File: config.mk
export PLATFORM = sky130hd
export DESIGN_NAME = tdm_route_mux_flat
export DESIGN_NICKNAME = d
export VERILOG_FILES = /design/src/rtl/tdm_route_mux_if.sv /design/src/rtl/tdm_route_mux.sv /design/src/flat_wrapper.sv
export SDC_FILE = /design/constraint.sdc
export NUM_CORES = 1
export LEC_CHECK = 0
export ABC_AREA = 0
export CAP_MARGIN = 20
export CORE_ASPECT_RATIO = 1.25
export CORE_UTILIZATION = 56
export CTS_CLUSTER_DIAMETER = 60
export DETAILED_ROUTE_END_ITERATION = 16
export HOLD_SLACK_MARGIN = 0.06
export PLACE_DENSITY = 0.91
export SYNTH_ARGS = -nofsm -noshare
export SYNTH_HDL_FRONTEND = slang
export SYNTH_SLANG_ARGS = --single-unit
File: constraint.sdc
create_clock -name clk -period 4.3 [get_ports clk]
set_input_delay 0.86 -clock clk [delete_from_list [all_inputs] [get_ports clk]]
set_output_delay 0.86 -clock clk [all_outputs]
set_load 0.02 [all_outputs]
File: src/rtl/tdm_route_mux_if.sv
// Route-mux bus bundle: packed source/destination buses, selects, mode controls and route status.
// master drives sources and controls; slave is the route block.
interface tdm_route_mux_if #(
  parameter int CHANNELS = 4,
  parameter int WIDTH    = 4,
  parameter int SEL_W    = $clog2(CHANNELS)
);
  logic [CHANNELS*WIDTH-1:0] in_bus;
  logic [SEL_W-1:0]          src_sel;
  logic [SEL_W-1:0]          dst_sel;
  logic                      enable;
  logic                      auto_mode;
  logic [CHANNELS*WIDTH-1:0] out_bus;
  logic [SEL_W-1:0]          active_src;
  logic [SEL_W-1:0]          active_dst;
  logic                      valid;

  modport master (
    output in_bus, src_sel, dst_sel, enable, auto_mode,
    input  out_bus, active_src, active_dst, valid
  );

  modport slave (
    input  in_bus, src_sel, dst_sel, enable, auto_mode,
    output out_bus, active_src, active_dst, valid
  );
endinterface

File: src/rtl/tdm_route_mux.sv
// Registered N-slot route mux (manual select or auto-scan every DWELL cycles); 1-cycle latency.
// No backpressure: every input is sampled each edge and the result is always accepted downstream.
module tdm_route_mux #(
  parameter int CHANNELS = 4,
  parameter int WIDTH    = 4,
  parameter int DWELL    = 50_000_000,
  parameter int LATCH    = 0,
  parameter int SEL_W    = $clog2(CHANNELS)
) (
  input logic            clk,
  input logic            rst_n,
  tdm_route_mux_if.slave bus
);

  localparam int                 BUS_W    = CHANNELS * WIDTH;
  localparam int                 CNT_W    = (DWELL > 1) ? $clog2(DWELL) : 1;
  localparam logic [CNT_W-1:0]   CNT_LAST = CNT_W'(DWELL - 1);
  localparam logic [SEL_W-1:0]   IDX_LAST = SEL_W'(CHANNELS - 1);

  typedef enum logic [1:0] {
    IDLE   = 2'd0,
    MANUAL = 2'd1,
    AUTO   = 2'd2
  } state_t;

  state_t             state_q, state_d;
  logic [SEL_W-1:0]   idx_q, idx_d;
  logic [CNT_W-1:0]   cnt_q, cnt_d;
  logic [BUS_W-1:0]   out_q, out_d;
  logic [SEL_W-1:0]   active_src_q, active_src_d;
  logic [SEL_W-1:0]   active_dst_q, active_dst_d;
  logic               valid_q, valid_d;

  logic               do_route;
  logic [SEL_W-1:0]   route_src;
  logic [SEL_W-1:0]   route_dst;
  logic [SEL_W-1:0]   scan_idx;
  logic [CNT_W-1:0]   scan_cnt;
  logic               src_ok;
  logic               dst_ok;
  logic [WIDTH-1:0]   src_slot;

  always_comb begin
    state_d      = state_q;
    idx_d        = idx_q;
    cnt_d        = cnt_q;
    out_d        = out_q;
    active_src_d = active_src_q;
    active_dst_d = active_dst_q;
    valid_d      = valid_q;
    do_route     = 1'b0;
    route_src    = bus.src_sel;
    route_dst    = bus.dst_sel;
    scan_idx     = '0;
    scan_cnt     = '0;
    src_ok       = 1'b0;
    dst_ok       = 1'b0;
    src_slot     = '0;

    if (!bus.enable) begin
      state_d = IDLE;
      out_d   = '0;
      valid_d = 1'b0;
      idx_d   = '0;
      cnt_d   = '0;
    end else if (!bus.auto_mode) begin
      state_d  = MANUAL;
      idx_d    = '0;
      cnt_d    = '0;
      do_route = 1'b1;
    end else begin
      state_d = AUTO;
      // Entering AUTO from another state starts the scan at channel 0, counting this edge as its first.
      scan_idx  = (state_q == AUTO) ? idx_q : '0;
      scan_cnt  = (state_q == AUTO) ? cnt_q : '0;
      route_src = scan_idx;
      route_dst = scan_idx;
      do_route  = 1'b1;
      if (scan_cnt == CNT_LAST) begin
        cnt_d = '0;
        idx_d = (scan_idx == IDX_LAST) ? '0 : scan_idx + SEL_W'(1);
      end else begin
        cnt_d = scan_cnt + CNT_W'(1);
        idx_d = scan_idx;
      end
    end

    if (do_route) begin
      // Loop-based decode keeps out-of-range selects (non-power-of-2 CHANNELS) from indexing the bus.
      for (int k = 0; k < CHANNELS; k++) begin
        if (route_src == SEL_W'(k)) begin
          src_ok   = 1'b1;
          src_slot = bus.in_bus[k*WIDTH +: WIDTH];
        end
        if (route_dst == SEL_W'(k)) begin
          dst_ok = 1'b1;
        end
      end

      if (LATCH == 0) begin
        out_d = '0;
      end

      if (src_ok && dst_ok) begin
        for (int k = 0; k < CHANNELS; k++) begin
          if (route_dst == SEL_W'(k)) begin
            out_d[k*WIDTH +: WIDTH] = src_slot;
          end
        end
        active_src_d = route_src;
        active_dst_d = route_dst;
        valid_d      = 1'b1;
      end else begin
        valid_d = 1'b0;
      end
    end
  end

  always_ff @(posedge clk or negedge rst_n) begin
    if (!rst_n) begin
      state_q      <= IDLE;
      idx_q        <= '0;
      cnt_q        <= '0;
      out_q        <= '0;
      active_src_q <= '0;
      active_dst_q <= '0;
      valid_q      <= 1'b0;
    end else begin
      state_q      <= state_d;
      idx_q        <= idx_d;
      cnt_q        <= cnt_d;
      out_q        <= out_d;
      active_src_q <= active_src_d;
      active_dst_q <= active_dst_d;
      valid_q      <= valid_d;
    end
  end

  assign bus.out_bus    = out_q;
  assign bus.active_src = active_src_q;
  assign bus.active_dst = active_dst_q;
  assign bus.valid      = valid_q;

endmodule

File: src/flat_wrapper.sv
// flat-port wrapper written by rule: the top's interface ports become plain ports
module tdm_route_mux_flat 
#(
  parameter int CHANNELS = 4,
  parameter int WIDTH    = 4,
  parameter int DWELL    = 50_000_000,
  parameter int LATCH    = 0,
  parameter int SEL_W    = $clog2(CHANNELS)
)
  (clk, rst_n, bus_in_bus, bus_src_sel, bus_dst_sel, bus_enable, bus_auto_mode, bus_out_bus, bus_active_src, bus_active_dst, bus_valid);
  tdm_route_mux_if #(.CHANNELS(CHANNELS), .WIDTH(WIDTH), .SEL_W(SEL_W)) bus_i ();
  input logic clk;
  input logic rst_n;
  input wire logic [$bits(bus_i.in_bus)-1:0] bus_in_bus;
  input wire logic [$bits(bus_i.src_sel)-1:0] bus_src_sel;
  input wire logic [$bits(bus_i.dst_sel)-1:0] bus_dst_sel;
  input wire logic [$bits(bus_i.enable)-1:0] bus_enable;
  input wire logic [$bits(bus_i.auto_mode)-1:0] bus_auto_mode;
  output wire logic [$bits(bus_i.out_bus)-1:0] bus_out_bus;
  output wire logic [$bits(bus_i.active_src)-1:0] bus_active_src;
  output wire logic [$bits(bus_i.active_dst)-1:0] bus_active_dst;
  output wire logic [$bits(bus_i.valid)-1:0] bus_valid;
  assign bus_i.in_bus = bus_in_bus;
  assign bus_i.src_sel = bus_src_sel;
  assign bus_i.dst_sel = bus_dst_sel;
  assign bus_i.enable = bus_enable;
  assign bus_i.auto_mode = bus_auto_mode;
  assign bus_out_bus = bus_i.out_bus;
  assign bus_active_src = bus_i.active_src;
  assign bus_active_dst = bus_i.active_dst;
  assign bus_valid = bus_i.valid;
  tdm_route_mux #(.CHANNELS(CHANNELS), .WIDTH(WIDTH), .DWELL(DWELL), .LATCH(LATCH), .SEL_W(SEL_W)) u_core (.clk(clk), .rst_n(rst_n), .bus(bus_i));
endmodule
# After elaboration in Yosys (flattened, before gate mapping)
# Index checks and enable logic that the tools add are counted.
dict set report totals {
  regBits 51
  wordCells 63
}
dict set report op_classes {
  reduce_logical 4
  eq_ne 10
  muxes 40
  n_addsub 2
}
# cell count
set op_table {}
lappend op_table {{2-to-1 mux 26 bit} 4}
lappend op_table {{2-to-1 mux 16 bit} 3}
lappend op_table {{2-to-1 mux 4 bit} 8}
lappend op_table {{adder 26 x 1 -> 26 bit, second input constant} 1}
lappend op_table {{equality test 26 bit, second input constant} 1}
lappend op_table {{2-to-1 mux 2 bit} 11}
lappend op_table {{2-to-1 mux 1 bit} 14}
lappend op_table {{equality test 2 bit, second input constant} 6}
lappend op_table {{equality test 2 x 1 -> 1 bit, second input constant} 2}
lappend op_table {{logical NOT 2 bit} 2}
lappend op_table {{adder 2 x 1 -> 2 bit, second input constant} 1}
lappend op_table {{!= test 2 x 1 -> 1 bit, second input constant} 1}
lappend op_table {{AND reduction 2 bit} 1}
lappend op_table {{logical AND 1 bit} 1}

# Longest topological paths before layout
dict set report depth {
  ltp_word 13
  mapped_depth 11
}

# Worst setup path after synthesis
# Ideal clock, no wire load.
dict set report synth_path {
  kind {register to register}
  start {register u_core.state_q[1]}
  end {register u_core.cnt_q[10]}
  stages_incl_launch_ff 12
  period_less_slack_ns 2.353
  n_path_buf 3
  t_arrival_ns 2.234
  slack_ns 1.947
  setup_ns 0.119
  cell_sequence {dfrtp_1 nor2b_1 clkbuf_1 and2_1 ha_1 nand4_1 or2_1 clkbuf_1 nand4b_4 nand2_2 buf_4 nor2_1}
}
dict set report synth_between {
  elab_chain_cells 6
}
# item line_no
set synth_rtl {}
lappend synth_rtl {{start, declared} tdm_route_mux.sv:26} ;# state_t state_q, state_d;
lappend synth_rtl {{start signal, assigned} tdm_route_mux.sv:129} ;# state_q <= state_d;
lappend synth_rtl {{equality test 2 bit (*)} tdm_route_mux.sv:75} ;# scan_cnt = (state_q == AUTO) ? cnt_q : '0;
lappend synth_rtl {{2-to-1 mux 26 bit (*)} tdm_route_mux.sv:75}
lappend synth_rtl {{adder 26 x 1 -> 26 bit or equality test 26 bit (tied branches)} {tdm_route_mux.sv:83, tdm_route_mux.sv:79}}
lappend synth_rtl {{2-to-1 mux 26 bit (*)} tdm_route_mux.sv:79} ;# if (scan_cnt == CNT_LAST) begin
lappend synth_rtl {{2-to-1 mux 26 bit (*)} tdm_route_mux.sv:66} ;# end else if (!bus.auto_mode) begin
lappend synth_rtl {{2-to-1 mux 26 bit (*)} tdm_route_mux.sv:60} ;# if (!bus.enable) begin
lappend synth_rtl {{net u_core.cnt_d[10]} tdm_route_mux.sv:28} ;# logic [CNT_W-1:0] cnt_q, cnt_d;
lappend synth_rtl {{end signal, assigned} tdm_route_mux.sv:131} ;# cnt_q <= cnt_d;
lappend synth_rtl {{end, declared} tdm_route_mux.sv:28}
# The timed path passes the listed nets; every way through them passes the cells marked *.
# A chain may end at the register's enable or synchronous reset.

# Final worst setup path
dict set report layout_path {
  start {input bus_enable}
  end {register u_core.out_q[10], in the netlist u_core.bus.out_bus[10]}
}
dict set report layout_between {
  elab_chain_cells 10
}
# item line_no
set layout_rtl {}
lappend layout_rtl {{start, declared} flat_wrapper.sv:17} ;# input wire logic [$bits(bus_i.enable)-1:0] bus_enable;
lappend layout_rtl {{2-to-1 mux 2 bit} tdm_route_mux.sv:60}
lappend layout_rtl {{logical NOT 2 bit (on tied branches)} {tdm_route_mux.sv:91, tdm_route_mux.sv:95}}
lappend layout_rtl {{2-to-1 mux 1 bit (on tied branches) (4 in a row)} {tdm_route_mux.sv:91, tdm_route_mux.sv:95}}
lappend layout_rtl {{2-to-1 mux 1 bit} tdm_route_mux.sv:88} ;# if (do_route) begin
lappend layout_rtl {{logical AND 1 bit} tdm_route_mux.sv:104} ;# if (src_ok && dst_ok) begin
lappend layout_rtl {{2-to-1 mux 16 bit} tdm_route_mux.sv:104}
lappend layout_rtl {{2-to-1 mux 16 bit (*)} tdm_route_mux.sv:88}
lappend layout_rtl {{net u_core.out_d[10]} tdm_route_mux.sv:29} ;# logic [BUS_W-1:0] out_q, out_d;
lappend layout_rtl {{end signal, assigned} tdm_route_mux.sv:132} ;# out_q <= out_d;
lappend layout_rtl {{end, declared} tdm_route_mux.sv:29}
# The timed path passes the listed nets; every way through them passes the cells marked *. The select of a mux whose other input is x is not followed.

==> out/metrics.csv <==
stage;metric;value;unit
worst_setup_path;critical path launch point type;input pin;
grt;first-pass GRT wire length;8760;um
layout;Layout Cells excl Fill;341;
pwr;Peak VDD IR;0.272;mV
min_path;Hold Path End;u_core.cnt_q[22]$_DFF_PN0_;
grt;initial antenna violation count;0;
pwr;Leakage;1.32;nW
synthesis;Mapped Nets;263;
drt;WL/cell;15.5;um
place;gpl congestion;0.799;
floorplanning;# IOs;45;
pwr;Cell Pwr Density;310;nW/um2
timing;RSZ-0062 raised after global routing;false;
clock_network;TritonCTS clock tree;built;
grt;grt met3 use;6.28;%
place;dpl cells;333;
layout;Layout area overhead;24.7;%
worst_setup_path;CP endpoint kind;register;
worst_setup_path;Buf/Inv on CP;2;
synthesis;sequential fraction of the synthesis area;51.9;%
drt;drt pass-1 iters;4;
drt;DRT Wirelength;5290;um
min_path;Worst Hold Class;register to register;
worst_setup_path;crit-path cells;clkdlybuf4s50_1 > nand2_4 > inv_4 > mux2i_4 > mux2i_1 > mux2_2 > nor2_1;
synthesis;register bit count reported by yosys;51;
timing;Rel. slew slack;52.8;%
synthesis;Synth cell types;42;
floorplanning;Std-Cell Core Area;4160;um2
min_path;Hold Path Depth;2;
outcome;status;finished clean;
worst_setup_path;CP max stage delay;0.80;ns
synthesis;asr flop ratio synth;100;%
clock_network;CTS Buffer Depth;2;
synthesis;synth warn;0;
place;PortBufs;44;
grt;All-Layer GR Usage;25.5;%
grt;routing usage on met2;42.4;%
synthesis;synth top area cells;dfrtp_1, nor2_1, xnor2_1;
worst_setup_path;Crit path max-delay family;buffers and inverters;
grt;pin count of the biggest net entering global routing;52;
timing;Final Setup Violations;0;
timing;f_max;372;MHz
worst_setup_path;flop2flop setup slack;1.81;ns
clock_network;hold_buf cts;0;
synthesis;Mean Syn Cell Area;10.3;um2
drt;# DRC;0;
worst_setup_path;Critical Path RT;4.53;ns
clock_network;Worst-Skew Late Latency;0.30;ns
timing;Fin Clk Skew;0.00741;ns
synthesis;area leader, netlist;dfrtp_1;
job;max-cap violation count;0;
timing;post-route setup slack;1.61;ns
drt;Antenna Nets Post-Route;0;
worst_setup_path;critical path class;input pin to register;
layout;Multi-input gate area;1130;um2
grt;grt ovf;0;
layout;Seq. cell area;1280;um2
layout;ANT cells;0;
place;HPWL after DPL;3710;um
floorplanning;FP Rows;26;
grt;vias in the first global route;1866;
clock_network;CTS Buf Count;5;
synthesis;Mapped Area;2460;um2
synthesis;Synth top cells by count;nor2_1, dfrtp_1, nand2_1;
timing;crit path time final;2.69;ns
timing;Slew @ Worst Pin;0.702;ns
timing;Final Cycle Share;62.5;%
clock_network;Sink Count;51;
synthesis;top-area cell type share of the netlist area;51.9;%
floorplanning;Die Y;76.1;um
clock_network;number of post-CTS setup repair buffers;0;
worst_setup_path;CP max FO;15;
clock_network;root buffer cell;clkbuf_8;
worst_setup_path;worst-case reg-to-reg path depth;8;
synthesis;Gate Count Post-Synth;238;
drt;routed vias;1858;
floorplanning;Initial Util;59.0;%
layout;filler cell count;304;
place;Setup WS pre-CTS;1.35;ns
grt;GR Layer Usage met1;32.4;%
clock_network;# H-tree levels;2;
floorplanning;area of the die;4660;um2
clock_network;post-CTS resize count;0;
worst_setup_path;reg-to-reg startpoint;u_core.state_q[1]$_DFF_PN0_;
grt;gr busiest metal;met2;
synthesis;Most used DFF post-synth;dfrtp_1;
timing;Final TNS setup;0;ns
worst_setup_path;worst r2r dst;u_core.cnt_q[24]$_DFF_PN0_;
layout;layout net count;309;
synthesis;EDFF count, synth;0;
drt;Iter 0 DRT Violations;92;
clock_network;Reg clk slew, reported paths;0.09;ns
synthesis;cell with the most instances after synthesis;nor2_1;
drt;number of vias per cell;5.45;
min_path;Hold Path Origin;u_core.cnt_q[22]$_DFF_PN0_;
timing;final hold violations;0;
worst_setup_path;CP max-delay cell;clkdlybuf4s50_1;
floorplanning;Die Span X;61.3;um
worst_setup_path;Crit path arrival time;2.92;ns
layout;ratio of cells with drive above 1 in the final layout;9.12;%
timing;max-slew violation count;0;
==> power breakdown <==
group,switching [mW],internal (mW),total (mW)
Sequential,0.00612,0.490,0.496
Combinational,0.0570,0.0529,0.110
Clock,0.155,0.188,0.344
==> sequential cells by signal (all words and copies together) (netlist names) <==
signal,count
u_core.bus.valid,1
u_core.bus.active_src,2
u_core.state_q,2
u_core.bus.out_bus,16
u_core.bus.active_dst,2
u_core.cnt_q,26
u_core.idx_q,2
==> routing by layer <==
metal  routed length (um)  share of wire (%)
met5                    0                  0
met4                   89                1.7
met3                  250                4.7
met2                 2770                 52
met1                 2180                 41
==> cells by family (layout without fill, tap and decap cells) <==
| logic type | Yosys count | in the layout | share of synthesized area [%] |
|---|---|---|---|
| flops | 51 | 51 | 51.9 |
| fa+ha+maj | 1 | 1 | 0.509 |
| simple gates | 126 | 126 | 27.4 |
| compound gates | 9 | 9 | 2.09 |
| mux | 16 | 16 | 7.53 |
| xor+xnor | 24 | 24 | 8.55 |
| buf+inv | 11 | 58 | 1.98 |
==> how the worst max path moves through the flow <==
| stage | start | to | slack (ns) | cells past startpoint |
|---|---|---|---|---|
| floorplan | u_core.state_q[1]$_DFF_PN0_ | u_core.cnt_q[10]$_DFF_PN0_ | 1.95 | 11 |
| global placement | bus_enable | u_core.bus.out_bus[10]$_DFF_PN0_ | 1.42 | 6 |
| detailed placement | bus_enable | u_core.bus.out_bus[15]$_DFF_PN0_ | 1.35 | 7 |
| CTS | bus_enable | u_core.bus.out_bus[2]$_DFF_PN0_ | 1.65 | 7 |
| global route | u_core.state_q[1]$_DFF_PN0_ | u_core.cnt_q[24]$_DFF_PN0_ | 1.49 | 8 |
| finish | bus_enable | u_core.bus.out_bus[10]$_DFF_PN0_ | 1.61 | 7 |
==> through the flow <==
stage	area, um2	total power, mW	utilization, %	hold slack, ns
6_report	3070	0.949	73.6	0.556
5_1_grt	3070	0.984	73.6	0.580
4_1_cts	3070	0.955	73.6	0.553
3_5_place_dp	2950	0.614	70.8	0.523
3_3_place_gp	2950	0.612	70.8	0.520
2_1_floorplan	2460	0.553	-	0.497
==> cells in the final DEF (no fill, tap or decap), types with 2 or more instances in the layout <==
| cell | synthesis | routed |
|---|---|---|
| nor2_1 | 53 | 53 |
| dfrtp_1 | 51 | 51 |
| clkdlybuf4s50_1 | 0 | 43 |
| nand2_1 | 17 | 17 |
| xnor2_1 | 13 | 13 |
| nand3_1 | 12 | 12 |
| mux2i_1 | 11 | 11 |
| xor2_1 | 11 | 11 |
| nand4_1 | 9 | 9 |
| clkbuf_8 | 0 | 6 |
| nand3b_1 | 4 | 4 |
| nor2b_1 | 4 | 4 |
| a21oi_1 | 4 | 4 |
| nand4b_1 | 3 | 3 |
| inv_1 | 3 | 3 |
| and3_1 | 3 | 3 |
| a22oi_1 | 2 | 2 |
| mux2_2 | 2 | 2 |
| mux2_4 | 2 | 2 |
| and2_1 | 2 | 2 |
| nor4_2 | 2 | 2 |
| and4_1 | 2 | 2 |
| o21ai_0 | 2 | 2 |
| nor3_1 | 2 | 2 |
| buf_4 | 1 | 2 |
==> cell type report <==
| cell class | instances | area share [%] |
|---|---|---|
| flip-flops and latches | 51 | 41.6 |
| inverters | 4 | 0.571 |
| repair buffers | 46 | 14.7 |
| multi-input cells | 176 | 37.0 |
| well taps | 56 | 2.29 |
| clock buffers | 6 | 2.69 |
| clock inverters | 2 | 1.14 |
==> worst min-delay path, stage by stage (launching register included) <==
cell and delay, ns:
dfrtp_1 0.37, xor2_1 0.07, nor2_1 0.08
Power figures use the tool's default switching activity.
